$ cat src/rtl/mem_pkg.sv
// Shared memory-stage definitions: access width encodings, the data-bus
// adapter state enum, and the byte-strobe helper used for stores.
package mem_pkg;

  localparam logic [1:0] memWidth1 = 2'b00;
  localparam logic [1:0] memWidth2 = 2'b01;
  localparam logic [1:0] memWidth4 = 2'b10;

  typedef enum logic [1:0] {
    IDLE = 2'd0,
    REQ  = 2'd1,
    RESP = 2'd2,
    DONE = 2'd3
  } dbus_state_t;

  // Byte strobes for a store of the given width at byte offset addr.
  // An undefined width encoding is treated as a full word.
  function automatic logic [3:0] wstrb_of(input logic [1:0] width,
                                          input logic [1:0] addr);
    logic [3:0] s;
    case (width)
      memWidth1: s = 4'b0001 << addr;
      memWidth2: s = addr[1] ? 4'b1100 : 4'b0011;
      default:   s = 4'b1111;
    endcase
    return s;
  endfunction

endpackage

$ cat src/rtl/dmem_bus_adapter_if.sv
// Valid/grant/response data bus between the adapter (master) and memory
// (slave).
//   bus_req/bus_wr/bus_addr/bus_wstrb/bus_wdata : request, master -> slave
//   bus_gnt                                     : request accepted this cycle
//   bus_rvalid/bus_rdata/bus_err                : response, slave -> master
interface dmem_bus_adapter_if;
  logic        bus_req;
  logic        bus_wr;
  logic [31:0] bus_addr;
  logic [3:0]  bus_wstrb;
  logic [31:0] bus_wdata;
  logic        bus_gnt;
  logic        bus_rvalid;
  logic [31:0] bus_rdata;
  logic        bus_err;

  modport master (
    output bus_req, bus_wr, bus_addr, bus_wstrb, bus_wdata,
    input  bus_gnt, bus_rvalid, bus_rdata, bus_err
  );

  modport slave (
    input  bus_req, bus_wr, bus_addr, bus_wstrb, bus_wdata,
    output bus_gnt, bus_rvalid, bus_rdata, bus_err
  );
endinterface

$ cat src/rtl/dmem_bus_adapter_load_extend.sv
// Combinational load-lane select and sign/zero extension.
//   width    : memWidth1/2/4
//   sign_ext : 1 = extend with lane MSB, 0 = zero-extend
//   addr     : byte offset within the word
//   raw      : word as returned by the bus
//   ext      : extended result
module load_extend
  import mem_pkg::*;
(
  input  logic [1:0]  width,
  input  logic        sign_ext,
  input  logic [1:0]  addr,
  input  logic [31:0] raw,
  output logic [31:0] ext
);

  logic [7:0]  b_lane;
  logic [15:0] h_lane;

  always_comb begin
    b_lane = raw[{addr, 3'b000} +: 8];
    h_lane = addr[1] ? raw[31:16] : raw[15:0];
    case (width)
      memWidth1: ext = {{24{sign_ext & b_lane[7]}}, b_lane};
      memWidth2: ext = {{16{sign_ext & h_lane[15]}}, h_lane};
      default:   ext = raw;
    endcase
  end

endmodule

$ cat src/rtl/dmem_bus_adapter.sv
// Data-memory bus stage. Captures one aligned load/store from MEM, runs a
// single request/grant/response transaction and returns extended load data.
//   clk, reset          : clock, async active-high reset
//   req_*               : request from MEM (req_valid low on address fault)
//   stall               : hold the pipeline while an op is outstanding
//   rdata_valid         : one-cycle completion pulse
//   rdata, err          : completion result, held until the next completion
//   bus                 : data bus, master side
module dmem_bus_adapter
  import mem_pkg::*;
#(
  parameter int RESP_TIMEOUT = 255,
  parameter int TO_W         = 8     // 2**TO_W must exceed RESP_TIMEOUT
) (
  input  logic                clk,
  input  logic                reset,
  input  logic                req_valid,
  input  logic                req_write,
  input  logic [1:0]          req_width,
  input  logic                req_sign_ext,
  input  logic [31:0]         req_addr,
  input  logic [31:0]         req_wdata,
  output logic                stall,
  output logic                rdata_valid,
  output logic [31:0]         rdata,
  output logic                err,
  dmem_bus_adapter_if.master  bus
);

  dbus_state_t state_q, state_d;

  logic            cap_write;
  logic [1:0]      cap_width;
  logic            cap_sext;
  logic [31:0]     cap_addr;
  logic [31:0]     cap_wdata;
  logic [TO_W-1:0] to_cnt;
  logic [31:0]     rdata_q;
  logic            err_q;
  logic [31:0]     ld_ext;
  logic            to_hit;

  load_extend u_ext (
    .width    (cap_width),
    .sign_ext (cap_sext),
    .addr     (cap_addr[1:0]),
    .raw      (bus.bus_rdata),
    .ext      (ld_ext)
  );

  // Counter starts at 0 on the first RESP cycle, so RESP lasts at most
  // RESP_TIMEOUT cycles before the forced error completion.
  assign to_hit = (to_cnt == TO_W'(RESP_TIMEOUT - 1));

  always_ff @(posedge clk or posedge reset) begin
    if (reset) state_q <= IDLE;
    else       state_q <= state_d;
  end

  always_comb begin
    state_d = state_q;
    case (state_q)
      IDLE: if (req_valid)      state_d = REQ;
      REQ:  if (bus.bus_gnt)    state_d = RESP;
      RESP: if (bus.bus_rvalid) state_d = DONE;
            else if (to_hit)    state_d = DONE;
      DONE:                     state_d = IDLE;
      default:                  state_d = IDLE;
    endcase
  end

  always_ff @(posedge clk or posedge reset) begin
    if (reset) begin
      cap_write <= 1'b0;
      cap_width <= 2'b00;
      cap_sext  <= 1'b0;
      cap_addr  <= '0;
      cap_wdata <= '0;
      to_cnt    <= '0;
      rdata_q   <= '0;
      err_q     <= 1'b0;
    end else begin
      if (state_q == IDLE && req_valid) begin
        cap_write <= req_write;
        cap_width <= req_width;
        cap_sext  <= req_sign_ext;
        cap_addr  <= req_addr;
        cap_wdata <= req_wdata;
      end
      if (state_q == REQ && bus.bus_gnt) to_cnt <= '0;
      else if (state_q == RESP)          to_cnt <= to_cnt + 1'b1;
      if (state_q == RESP) begin
        if (bus.bus_rvalid) begin
          rdata_q <= (cap_write || bus.bus_err) ? 32'd0 : ld_ext;
          err_q   <= bus.bus_err;
        end else if (to_hit) begin
          rdata_q <= 32'd0;
          err_q   <= 1'b1;
        end
      end
    end
  end

  // Reset gates stall so the pipeline is released the moment an op aborts.
  assign stall       = req_valid & (state_q != DONE) & ~reset;
  assign rdata_valid = (state_q == DONE);
  assign rdata       = rdata_q;
  assign err         = err_q;

  assign bus.bus_req   = (state_q == REQ);
  assign bus.bus_wr    = cap_write;
  assign bus.bus_addr  = {cap_addr[31:2], 2'b00};
  assign bus.bus_wstrb = cap_write ? wstrb_of(cap_width, cap_addr[1:0]) : 4'b0000;
  assign bus.bus_wdata = cap_wdata;

endmodule

$ cat src/flat_wrapper.sv
// flat-port wrapper written by rule: the top's interface ports become plain ports
module dmem_bus_adapter_flat import mem_pkg::*;
#(
  parameter int RESP_TIMEOUT = 255,
  parameter int TO_W         = 8                                        
)
  (clk, reset, req_valid, req_write, req_width, req_sign_ext, req_addr, req_wdata, stall, rdata_valid, rdata, err, bus_bus_req, bus_bus_wr, bus_bus_addr, bus_bus_wstrb, bus_bus_wdata, bus_bus_gnt, bus_bus_rvalid, bus_bus_rdata, bus_bus_err);
  dmem_bus_adapter_if bus_i ();
  input  logic clk;
  input  logic reset;
  input  logic req_valid;
  input  logic req_write;
  input  logic [1:0] req_width;
  input  logic req_sign_ext;
  input  logic [31:0] req_addr;
  input  logic [31:0] req_wdata;
  output logic stall;
  output logic rdata_valid;
  output logic [31:0] rdata;
  output logic err;
  output wire logic [$bits(bus_i.bus_req)-1:0] bus_bus_req;
  output wire logic [$bits(bus_i.bus_wr)-1:0] bus_bus_wr;
  output wire logic [$bits(bus_i.bus_addr)-1:0] bus_bus_addr;
  output wire logic [$bits(bus_i.bus_wstrb)-1:0] bus_bus_wstrb;
  output wire logic [$bits(bus_i.bus_wdata)-1:0] bus_bus_wdata;
  input wire logic [$bits(bus_i.bus_gnt)-1:0] bus_bus_gnt;
  input wire logic [$bits(bus_i.bus_rvalid)-1:0] bus_bus_rvalid;
  input wire logic [$bits(bus_i.bus_rdata)-1:0] bus_bus_rdata;
  input wire logic [$bits(bus_i.bus_err)-1:0] bus_bus_err;
  assign bus_bus_req = bus_i.bus_req;
  assign bus_bus_wr = bus_i.bus_wr;
  assign bus_bus_addr = bus_i.bus_addr;
  assign bus_bus_wstrb = bus_i.bus_wstrb;
  assign bus_bus_wdata = bus_i.bus_wdata;
  assign bus_i.bus_gnt = bus_bus_gnt;
  assign bus_i.bus_rvalid = bus_bus_rvalid;
  assign bus_i.bus_rdata = bus_bus_rdata;
  assign bus_i.bus_err = bus_bus_err;
  dmem_bus_adapter #(.RESP_TIMEOUT(RESP_TIMEOUT), .TO_W(TO_W)) u_core (.clk(clk), .reset(reset), .req_valid(req_valid), .req_write(req_write), .req_width(req_width), .req_sign_ext(req_sign_ext), .req_addr(req_addr), .req_wdata(req_wdata), .stall(stall), .rdata_valid(rdata_valid), .rdata(rdata), .err(err), .bus(bus_i));
endmodule
$ cat config.mk
export PLATFORM = sky130hd
export DESIGN_NAME = dmem_bus_adapter_flat
export DESIGN_NICKNAME = d
export VERILOG_FILES = /design/src/rtl/mem_pkg.sv /design/src/rtl/dmem_bus_adapter_if.sv /design/src/rtl/dmem_bus_adapter_load_extend.sv /design/src/rtl/dmem_bus_adapter.sv /design/src/flat_wrapper.sv
export SDC_FILE = /design/constraint.sdc
export NUM_CORES = 1
export LEC_CHECK = 0
export BUFFER_PORTS_ARGS = -buffer_cell sky130_fd_sc_hd__buf_2
export CAP_MARGIN = 25
export CORE_MARGIN = 10
export CORE_UTILIZATION = 25
export CTS_BUF_LIST = sky130_fd_sc_hd__clkbuf_2 sky130_fd_sc_hd__clkbuf_4 sky130_fd_sc_hd__clkbuf_8
export DETAILED_ROUTE_END_ITERATION = 7
export GPL_TIMING_DRIVEN = 0
export PLACE_DENSITY = 0.53
export SYNTH_ARGS = -nofsm -noshare
export SYNTH_HDL_FRONTEND = slang
export SYNTH_SLANG_ARGS = --single-unit
$ cat constraint.sdc
create_clock -name clk -period 3.7 [get_ports clk]
set_input_delay 0.185 -clock clk [delete_from_list [all_inputs] [get_ports clk]]
set_output_delay 0.185 -clock clk [all_outputs]
set_load 0.02 [all_outputs]
==> run summary <==
Outcome = completed
Multi-input logic area = 1890 sq um
Max incr delay on CP = 530 ps
Cells along the critical path = inv_1 -> ha_1 -> nand2_1 -> buf_1 -> buf_2 -> mux2_2
Final non-filler cell total = 924
Clk sinks = 111
Drt first pass iters = 4
Root buffer selected by CTS = clkbuf_8
Synthesized flop and latch total = 111
Crit path arrival time = 2650 ps
Maximum fanout along the worst path = 10
Max Fclk = 420 MHz
WL/cell = 17.4 um
Initial antenna violation count = 5
Gr usage total = 12.2%
HPWL after DPL = 12.6 mm
Sequential share of power = 35.9%
FILL cells = 1999
Crit share post-route = 64.3%
Maximum VDD drop = 0.348 mV
Final setup vio count = 0
Required time of the critical path = 3970 ps
Cell Pwr Density = 835 nW/um^2
Post-Route Skew = 11.4 ps
Unrepaired setup endpoints after global routing = no
Asr flop ratio synth = 100%
Net Switching = 2.44 mW
Via density = 4.40
Crit end category = flip-flop
Routed Wire Length = 16.0 mm
Layout area overhead = 39.1%
Relative slew slack = 53.8%
Clock latency on the worst-skew pair = 390 ps
Synthesized area per cell = 12.8 sq um
CTS Buffer Depth = 2
Vias post-DR = 4066
Worst flop-to-flop path startpoint = u_core.state_q[0]$_DFFE_PP0P_
CTS tree = done
Fin nets = 763
Hold slack = 19.4 ps
Initial Utilization = 25.7%
Die height = 162 um
Combinational group share of total power = 50.8%
Internal = 3.41 mW
Max Slew Vio Count = 0
Pleak = 3.44 nW
Buffers added on ports = 208
Synth Cell Area = 5040 sq um
Post-Syn Instances = 395
Synth warn = 0
Minimum clock period = 2380 ps
Final Hold Vio Count = 0
Number of global-route vias before repair = 4550
Final Wtd Congestion = 0.775
Number of CTS-inserted buffers = 9
# IOs = 211
Chip Width = 162 um
Largest net degree at the start of global routing = 65
Core Box Area = 19700 sq um
Startpoint types = flip-flop
Number of synthesized flops with an enable pin = 0
Max-Cap Viols = 0
Post-synthesis sequential area ratio = 55.1%
Storage cell area = 2780 sq um
Setup crit start = u_core.state_q[0]$_DFFE_PP0P_
Gr ovfl total = 0
Placed cells = 870
Die area = 26300 sq um
Slew @ Worst Pin = 692 ps
Yosys cell types = 40
HP Class = in2reg
Layout cell share with drive strength beyond 1 = 52.1%
First-pass GRT wire length = 25.4 mm
Hold path start = req_addr[21]
WS Path Type = reg2reg
Post_cts resized = 0
ANT nets after route = 0
Initial DRC count = 178
Sw Share = 41.7%
Prevailing post-synth register cell = dfrtp_1
Core Util, Final = 35.7%
Rows = 51
Worst path slowest cell = buf_1
Residual DRC count = 0
Clock share of power = 13.3%
Reg clk slew, reported paths = 110 ps
H-tree levels = 3
Post-CTS Setup Repair Bufs = 0
## power groups by stage
stage | registers (mW) | logic (mW) | clock network (mW)
3_3_place_gp | 2.10 | 2.93 | 0
4_1_cts | 2.10 | 3.02 | 0.816
2_1_floorplan | 2.43 | 1.67 | 0
5_1_grt | 2.17 | 3.23 | 0.869
3_5_place_dp | 2.13 | 2.99 | 0
6_report | 2.10 | 2.97 | 0.779
## cells in the final DEF, fill, tap and decap left out, types with 3 or more instances in the layout
master / n
buf_2: 213
dfrtp_1: 111
mux2_2: 71
dlygate4sd3_1: 35
buf_4: 34
o21ai_0: 16
a221o_1: 16
a21oi_1: 14
nand2_1: 13
nor2_1: 12
clkbuf_8: 10
or3_1: 9
mux2i_1: 9
inv_1: 8
nand2b_1: 8
clkbuf_1: 7
o2bb2ai_1: 7
a32o_1: 7
ha_1: 6
buf_1: 5
nor2b_1: 4
xor2_1: 4
nand4_1: 4
diode_2: 3
o21ai_1: 3
## through the flow
stage,power (mW),worst slack [ps],setup TNS (ps),instance area [sq um]
after global routing,6.27,1040,0,7010
after global placement,5.03,-695,-76050,6420
after detailed placement,5.11,1200,0,6450
after floorplan,4.10,584,0,5050
after CTS,5.94,1200,0,6990
final,5.85,1320,0,7010
## Yosys cell counts (4+ instances only)
master,number,share of area (%)
a32o_1,7,1.4
nor2b_1,4,0.50
or3_1,9,1.1
a21oi_1,14,1.4
buf_1,5,0.37
nor2_1,12,0.89
o21ai_0,16,1.6
buf_4,34,5.1
clkbuf_1,7,0.52
mux2_2,71,16
buf_2,5,0.50
xor2_1,4,0.69
nand2b_1,8,0.99
ha_1,6,1.5
mux2i_1,9,1.8
dfrtp_1,111,55
nand2_1,13,0.97
nand4_1,4,0.50
inv_1,9,0.67
a221o_1,16,3.2
o2bb2ai_1,7,1.2
## final timing paths
check	cells after the start	endpoint	slack (ps)
min	2	u_core.cap_addr[21]$_DFFE_PP0P_	20
max	6	u_core.cap_addr[14]$_DFFE_PP0P_	1320
min reg2reg	1	u_core.rdata[6]$_DFFE_PP0P_	510
min in group asynchronous	3	u_core.cap_addr[15]$_DFFE_PP0P_	450
max reg2reg	6	u_core.cap_addr[14]$_DFFE_PP0P_	1320
max in group asynchronous	4	u_core.bus.bus_wdata[16]$_DFFE_PP0P_	2500
## logic make-up (layout without fill, tap and decap cells)
logic type	Yosys count	after routing	share of synthesized area [%]
buffers and inverters	62	322	7.52
XOR/XNOR	5	5	0.868
adder cells (fa/ha/maj)	6	6	1.49
AND/OR/NAND/NOR	57	57	6.05
AO/OA/AOI/OAI	72	72	10.8
other	1	5	0.0744
flip-flops	111	111	55.1
multiplexers	81	81	18.1
## repair_timing
action	4_1_cts	5_1_grt
endpoints found under the setup margin	0	0
endpoints found under the hold margin	79	2
hold buffers	33	2
## routing by layer
| layer | part of all wire (%) | track usage [%] |
|---|---|---|
| met5 | 0.20 | 0 |
| met4 | 2.0 | 4.43 |
| met3 | 7.5 | 4.17 |
| met2 | 50 | 20.7 |
| met1 | 40 | 14.1 |
## state kept, by name, summed over array words and instances (netlist names)
register	flops
u_core.cap_sext	1
u_core.state_q	2
u_core.bus.bus_wr	1
u_core.err	1
u_core.to_cnt	8
u_core.cap_width	2
u_core.rdata	32
u_core.cap_addr	32
u_core.bus.bus_wdata	32
## critical path, delay by kind of cell, from the launching register on
kind	cells	cell delay, ps
muxes	1	360
adders and majority gates	1	230
buffers and inverters	3	990
DFF	1	420
and+or+nand+nor	1	260
## layout make-up
| type | count | area share, % |
|---|---|---|
| tap | 265 | 4.73 |
| antenna | 3 | 0.107 |
| sequential | 111 | 39.6 |
| clock inverter | 6 | 0.981 |
| buffer | 53 | 4.92 |
| clock buffer | 10 | 1.96 |
| timing repair buffer | 244 | 20.2 |
| multi-input combinational | 223 | 26.9 |
| inverter | 9 | 0.517 |
Note: power is estimated with default switching activity, not from simulation.
